`config.mk`:
```
export PLATFORM = sky130hd
export DESIGN_NAME = sync_tx_arbiter
export DESIGN_NICKNAME = d
export VERILOG_FILES = /design/src/rtl/sync_pkg.sv /design/src/rtl/rr_pick.sv /design/src/rtl/sync_tx_arbiter.sv
export SDC_FILE = /design/constraint.sdc
export NUM_CORES = 1
export LEC_CHECK = 0
export BUFFER_PORTS_ARGS = -buffer_cell sky130_fd_sc_hd__buf_4
export CAP_MARGIN = 20
export CORE_ASPECT_RATIO = 1.2
export CORE_MARGIN = 3
export CORE_UTILIZATION = 39
export CTS_BUF_LIST = sky130_fd_sc_hd__clkbuf_8
export DETAILED_ROUTE_END_ITERATION = 7
export MAX_ROUTING_LAYER = met4
export PLACE_DENSITY = 0.66
export SETUP_SLACK_MARGIN = 0.02
export SLEW_MARGIN = 20
export SYNTH_ARGS = -nofsm -noshare
export SYNTH_HDL_FRONTEND = slang
export SYNTH_SLANG_ARGS = --single-unit
```
`constraint.sdc`:
```
create_clock -name clk -period 2.7 [get_ports clk]
set_clock_uncertainty 0.2 [all_clocks]
set_input_delay 0.54 -clock clk [delete_from_list [all_inputs] [get_ports clk]]
set_output_delay 0.54 -clock clk [all_outputs]
set_load 0.03 [all_outputs]
```
`src/rtl/sync_pkg.sv`:
```
// Shared types and default sizing for the synchroniser TX-side arbiter.
package sync_pkg;
  typedef enum logic {IDLE = 1'b0, HOLD = 1'b1} state_t;

  localparam int DEF_WIDTH       = 8;
  localparam int DEF_N           = 4;
  localparam int DEF_STALL_LIMIT = 64;
  localparam int XFER_W          = 16;
endpackage

```
`src/rtl/rr_pick.sv`:
```
// Rotating-priority picker: first set bit of req at or above ptr, wrapping at N-1.
module rr_pick #(
  parameter int N  = 4,
  parameter int IW = 2
) (
  input  logic [N-1:0]  req,
  input  logic [IW-1:0] ptr,
  output logic [N-1:0]  onehot,
  output logic [IW-1:0] idx,
  output logic          any
);
  logic [IW:0] s;

  always_comb begin
    onehot = '0;
    idx    = '0;
    any    = 1'b0;
    s      = '0;
    for (int i = 0; i < N; i++) begin
      // ptr < N and i < N, so one subtraction is enough to wrap.
      s = {1'b0, ptr} + (IW+1)'(i);
      if (s >= (IW+1)'(N)) s = s - (IW+1)'(N);
      if (!any && req[s[IW-1:0]]) begin
        onehot[s[IW-1:0]] = 1'b1;
        idx               = s[IW-1:0];
        any               = 1'b1;
      end
    end
  end
endmodule

```
`src/rtl/sync_tx_arbiter.sv`:
```
// Round-robin arbiter that feeds one word at a time into the synchroniser TX half.
module sync_tx_arbiter
  import sync_pkg::*;
#(
  parameter int WIDTH       = DEF_WIDTH,
  parameter int N           = DEF_N,
  parameter int STALL_LIMIT = DEF_STALL_LIMIT
) (
  input  logic                 clk,
  input  logic                 rst,
  input  logic                 en,
  input  logic [N-1:0]         req_valid,
  input  logic [N*WIDTH-1:0]   req_data,
  output logic [N-1:0]         req_ready,
  output logic [WIDTH-1:0]     tx_in,
  output logic                 tx_valid,
  input  logic                 tx_send,
  output logic [$clog2(N)-1:0] grant_id,
  output logic                 busy,
  output logic                 stall,
  output logic [XFER_W-1:0]    xfer_count
);
  localparam int IW = $clog2(N);
  localparam int SW = $clog2(STALL_LIMIT + 1);
  localparam logic [SW-1:0] SLIM = SW'(STALL_LIMIT);

  state_t        state;
  logic [IW-1:0] rr_ptr;
  logic [SW-1:0] stall_cnt;
  logic [N-1:0]  pick_onehot;
  logic [IW-1:0] pick_idx;
  logic          pick_any;
  logic          take;

  rr_pick #(.N(N), .IW(IW)) u_pick (
    .req    (req_valid),
    .ptr    (rr_ptr),
    .onehot (pick_onehot),
    .idx    (pick_idx),
    .any    (pick_any)
  );

  // Ready is only offered from IDLE, so a capture can never coincide with a transfer.
  assign take      = (state == IDLE) && en && !rst && pick_any;
  assign req_ready = take ? pick_onehot : '0;
  assign busy      = (state == HOLD);
  assign stall     = (stall_cnt == SLIM);

  always_ff @(posedge clk or posedge rst) begin
    if (rst) begin
      state      <= IDLE;
      tx_valid   <= 1'b0;
      tx_in      <= '0;
      grant_id   <= '0;
      rr_ptr     <= '0;
      xfer_count <= '0;
      stall_cnt  <= '0;
    end else begin
      case (state)
        IDLE: if (take) begin
          state     <= HOLD;
          tx_valid  <= 1'b1;
          tx_in     <= req_data[pick_idx*WIDTH +: WIDTH];
          grant_id  <= pick_idx;
          stall_cnt <= '0;
        end
        HOLD: if (tx_send) begin
          state      <= IDLE;
          tx_valid   <= 1'b0;
          rr_ptr     <= (grant_id == IW'(N-1)) ? '0 : grant_id + 1'b1;
          xfer_count <= xfer_count + 1'b1;
          stall_cnt  <= '0;
        end else if (stall_cnt != SLIM) begin
          stall_cnt <= stall_cnt + 1'b1;
        end
        default: state <= IDLE;
      endcase
    end
  end
endmodule
```
Word-level counts from Yosys, hierarchy flattened. Index checks and enable logic that the tools add are counted.

Memory bits (read-only): 0. Memories kept: 0. Word-level logic and storage cells: 102. Register bits: 37. Latch bits: 0. Memory bits (writable): 0. Output and inout port bits: 33.

Muxes and demuxes: 44. Reduce and logical (&&, ||, !) cells: 18. Magnitude comparators: 12. Bitwise gates (word level): 4. Div/mod/pow operators: 0. Equality and inequality tests: 6. $mul: 0. Add/subtract/negate cells: 10. Shift operators: 1.

Operator list (number): $shiftx A32 B6 Y8 (1); $mux W7 (3); $mux W4 (5); $mux W2 (9); $add A16 B1 Y16 const B (1); $mux W1 (16); $pmux W7 S2 (1); $lt A2 B3 Y1 const B (4); $or A4 B4 Y4 (3); $logic_and A1 B1 Y1 (10); $ge A3 B3 Y1 const B (3); $bmux W1 S2 (4); $demux W1 S2 (4); $ge A2 B1 Y1 const B (4); $reduce_and A2 Y1 (4); $sub A2 B1 Y2 const B (4); $add A7 B1 Y7 const B (1); $eq A7 B7 Y1 const B (1); $ne A7 B7 Y1 const B (1); $add A2 B2 Y3 const B (2); $logic_not A1 Y1 (4); $ne A2 B2 Y1 const B (2); $pmux W1 S2 (2); $add A2 B1 Y3 const B (1); 5 further kinds (5).

Longest topological paths before layout.
Depth after elaboration: 17. Depth in mapped cells: 12.

Cells and area by module. From an unflattened synthesis, not the netlist that was laid out.

Cells, all modules: 220. Area total of the unflattened synthesis: 2284.7 µm².

Modules (own cells, without submodules): sync_tx_arbiter (cells each 175, instances 1, sequential area each 925.9 µm², area each 1863.0 µm²); rr_pick (cells each 45, instances 1, sequential area each 0.0 µm², area each 421.7 µm²).

Least setup slack after synthesis. OpenSTA, ideal clock, no wires.

Kind: register to output. From: register rr_ptr[0]. To: output port req_ready[0]. Buffers on the path: 4. Slack: -0.655 ns. Stages on the path, launching flop included: 13. Arrival: 2.615 ns. Cell sequence: dfrtp_1 -> buf_6 -> buf_4 -> inv_1 -> ha_1 -> clkbuf_1 -> mux4_2 -> nor2b_1 -> buf_2 -> a22oi_1 -> nor2_1 -> a221oi_1 -> nor2_1.

Longest elaborated chain between the ends: 16. Elaborated cells on any way between the ends: 62. Classes of those cells: add/sub (7); order compare (12); mux (29); bitwise (3); reduce/logical (11).

RTL lines: start: declaration (line sync_tx_arbiter.sv:28) `logic [IW-1:0] rr_ptr;`; start signal: assignment (line sync_tx_arbiter.sv:70) `rr_ptr <= (grant_id == IW'(N-1)) ? '0 : grant_id + 1'b1;`; parallel branches: the longest is 15 deep, another holds $add A2 B1 Y3; $mux W4 (*) (line sync_tx_arbiter.sv:45) `assign req_ready = take ? pick_onehot : '0;`; end: declaration (line sync_tx_arbiter.sv:14) `output logic [N-1:0] req_ready,`.

Every way passes the cells marked *. The select of a mux whose other input is x is not followed.

Worst setup path in the final report.
From: register rr_ptr[0]. To: output port req_ready[1].

The elaborated chain is that of the path after synthesis.

==> impl_results.md <==
* DIE HEIGHT at just over 90 µm
* Most used cell, CP: buf_6
* Slowest CP cell: dfrtp_2
* Fmax at about 340 MHz
* Largest net degree at the start of global routing at 38
* Clock buffer depth at 2
* Finish-stage setup viols at 4
* Post-Synth XOR/XNOR Area at 7.34%
* M1 WL at approximately 2.7 mm
* Antenna-violating nets left at 0
* WL final at 6.23 mm
* Total gr overflow at 0
* Slew @ Worst Pin at roughly 0.52 ns
* Register area at 927 µm²
* Period minus WS final at 2.96 ns
* Area of the multi-input gates at about 1500 µm²
* CTS Sinks at 37
* Met3 WL at 175 µm
* Hpwl dp at 4.67 mm
* Io pins at 73
* Mux contribution to synthesized area at about 7.4%
* Max stage delay on crit path at 0.46 ns
* CP endpoint kind: output pin
* Synth Instances at 244
* Seq/Total Area, Yosys at 38.8%
* N_diodes at 0
* CP cell instances: inv_6 -> ha_4 -> mux4_2 -> buf_6 -> a22oi_2 -> nor2_2 -> a221oi_2 -> nor2_4 -> buf_6
* CP Class: flop to output pin
* FF+latch count, synth at 37
* Dpl cell area at 3260 µm²
* Pins Over Slew Limit at 0
* Total Routing Usage GR at 18.6%
* Leakage at 0.00163 µW
* Drt drc at 0
* Crit path from: rr_ptr[0]
* # H-tree levels at 2
* PwrDens at 1000 nW/µm²
* Skew-Pair Late Insertion Delay at between 0.2 and 0.3 ns
* Final Wtd Congestion at ~0.84
* DR vias/cell at 5.08
* Slew headroom at 65.1%
* Die X at roughly 77 µm
* PortBufs at just over 70
* Compound-Gate Fraction of Synth Area at 17.2%
* Worst reg2reg setup slack at 0.12 ns
* Simple-Gate Fraction of Synth Area at 19.9%
* Clk slew on worst S/H paths at 0.07 ns
* Initial antenna violation count at 0
* MaxCap Viol Count at 0
* First-pass GRT wire length at 10.5 mm
* Setup TNS at -1.01 ns
* P&R area growth vs syn at 46.6%
* Cts hold-fix bufs at 0
* Cell variety after synth at 48
* Post-synthesis instance area at 2390 µm²
* 1st-iter DRT viols at 108
* DR pass1 iterations at 4
* Worst r2r src: rr_ptr[0]
* Initial Utilization at 41.3%
* Root Buffer: clkbuf_8
* Crit path max fanout at 5
* Vias at 2189
* Adder-cell share of the synthesized area at 5.77%
* Data required time of the worst path at 1.96 ns
* Number of global-route vias before repair at around 2300
* Die area at 7100 µm²
* Fin util at 60.5%
* Nets at 401
* Largest family of logic cells by synthesized area: simple AND/OR/NAND/NOR gates
* Final Cycle Share at 110%
* Startpoint Class: flop
* Mapped Avg Cell Area at between 9 and 10 µm²
* Syn_nets at 295
* FF-to-FF path depth at 10
* Core box area at 5780 µm²
* Row count at 30
* Data arrival, critical path at 2.22 ns
* Fillers at roughly 540
* Hold Fails Final Rpt at 0
* Metal2 WL at 3.30 mm
* Final worst slack at -0.258 ns
* Post-layout instance area at 3500 µm²
* Unrepaired setup endpoints after global routing: yes
* WL/cell at 14.5 µm
* VDD IR max at between 0.0007 and 0.0008 V
* CTS buffer count at 5
* Layout cells sized above 1 at 44.2%
* Hold/Removal Path Class: primary input to asynchronous set/reset pin
* DR top layer: met4
* Failing checks: setup timing
* Status: finished, violations left
* CTS tree: done
* Synth warn at 0
==> worst max-delay path, delay by kind of cell, from the launching register on <==
family / cells / cell delay (ns)
fa+ha+maj: 1 / 0.26
simple gates: 2 / 0.11
compound gates: 2 / 0.40
flops: 1 / 0.46
buf+inv: 3 / 0.34
mux: 1 / 0.35
==> sequential cells by signal, indices dropped and copies added, names as in the netlist <==
| signal | cells |
|---|---|
| xfer_count | 16 |
| rr_ptr | 2 |
| tx_in | 8 |
| grant_id | 2 |
| tx_valid | 1 |
| busy | 1 |
| stall_cnt | 7 |
==> layout by cell type (no fill, tap or decap), drive strengths merged, types with 2 or more instances in the layout <==
cell type,count
nand2,30
dfrtp,37
nand2b,3
nor2b,2
inv,8
nor2,19
a21oi,3
nand4,2
xor2,4
clkbuf,6
mux4,2
a22oi,4
nor4,3
mux2i,12
nor3b,2
buf,108
ha,11
a221oi,4
a211o,8
nand3,16
nor3,6
o211ai,9
clkinv,2
xnor2,16
o21ai,15
or3,4
==> layer usage <==
metal,up-vias,global-route usage [%]
li1,1090,-
met1,1046,21.9
met2,45,32.9
met3,8,3.05
met4,0,4.90
met5,-,-
==> final timing paths <==
check	end
max reg2reg	tx_in[4]
min	tx_in[2]
max in group asynchronous	rr_ptr[0]
min in group clk	xfer_count[15]
min reg2reg	xfer_count[15]
max	req_ready[1]
==> stage by stage <==
step	power, µW	hold slack (ns)	setup slack (ns)	std cells
floorplan	2240	0.302	-0.224	244
global placement	2850	0.260	-0.205	416
detailed placement	2890	0.271	-0.235	416
CTS	3440	0.180	-0.272	428
global route	3760	0.203	-0.374	431
finish	3510	0.161	-0.258	431
==> cell usage after synthesis (all sizes together) <==
master | n | area share [%]
dfrtp | 37 | 39
nand2 | 30 | 5.4
nor2 | 19 | 3.0
nand3 | 16 | 3.6
xnor2 | 16 | 5.9
o21ai | 15 | 3.8
mux2i | 12 | 5.0
ha | 11 | 5.8
o211ai | 9 | 4.5
a211o | 8 | 2.9
inv | 8 | 1.3
nor3 | 6 | 1.5
buf | 5 | 1.7
a221oi | 4 | 1.5
a22oi | 4 | 1.3
clkbuf | 4 | 0.63
or3 | 4 | 1.0
xor2 | 4 | 1.5
a21oi | 3 | 0.63
nand2b | 3 | 0.79
nor4 | 3 | 0.79
mux4 | 2 | 1.9
nand4 | 2 | 0.52
nor2b | 2 | 0.52
nor3b | 2 | 0.63
a211oi | 1 | 0.31
and2 | 1 | 0.26
and3 | 1 | 0.26
and3b | 1 | 0.37
mux2 | 1 | 0.47
nand3b | 1 | 0.31
nand4b | 1 | 0.37
nor4b | 1 | 0.37
o21a | 1 | 0.31
o21ba | 1 | 0.42
o22a | 1 | 0.37
o22ai | 1 | 0.26
o31ai | 1 | 0.31
o41ai | 1 | 0.68
or2 | 1 | 0.26
==> cell type report <==
type                    instances  share of cell area, %
repair buffers                108                   24.1
inverters                       8                   1.00
well taps                      80                   2.86
clock inverters                 2                  0.393
clock buffers                   6                   2.36
flip-flops and latches         37                   26.5
multi-input cells             190                   42.8
==> where the power goes <==
group          internal [µW]  leakage [µW]  switching, µW  total [µW]
logic                   1070       0.00110           1220        2290
registers                689      0.000485            126         815
clock network            207     0.0000512            205         412
==> cell families (layout without fill, tap and decap cells) <==
kind of cell / count (synthesis) / after routing
AOI/OAI and AO/OA: 50 / 50
and+or+nand+nor: 94 / 94
buffers and inverters: 17 / 124
DFF: 37 / 37
xor gates and xnor gates: 20 / 20
muxes: 15 / 15
adders and majority gates: 11 / 11
==> repair_timing <==
| action | 4_1_cts | 5_1_grt |
|---|---|---|
| setup buffers | 4 | 3 |
| endpoints found under the setup margin | 12 | 12 |
| gates resized for setup | 13 | 5 |
| pin swaps | 12 | 8 |
| gates cloned | 0 | 0 |
Power figures use the tool's default switching activity.
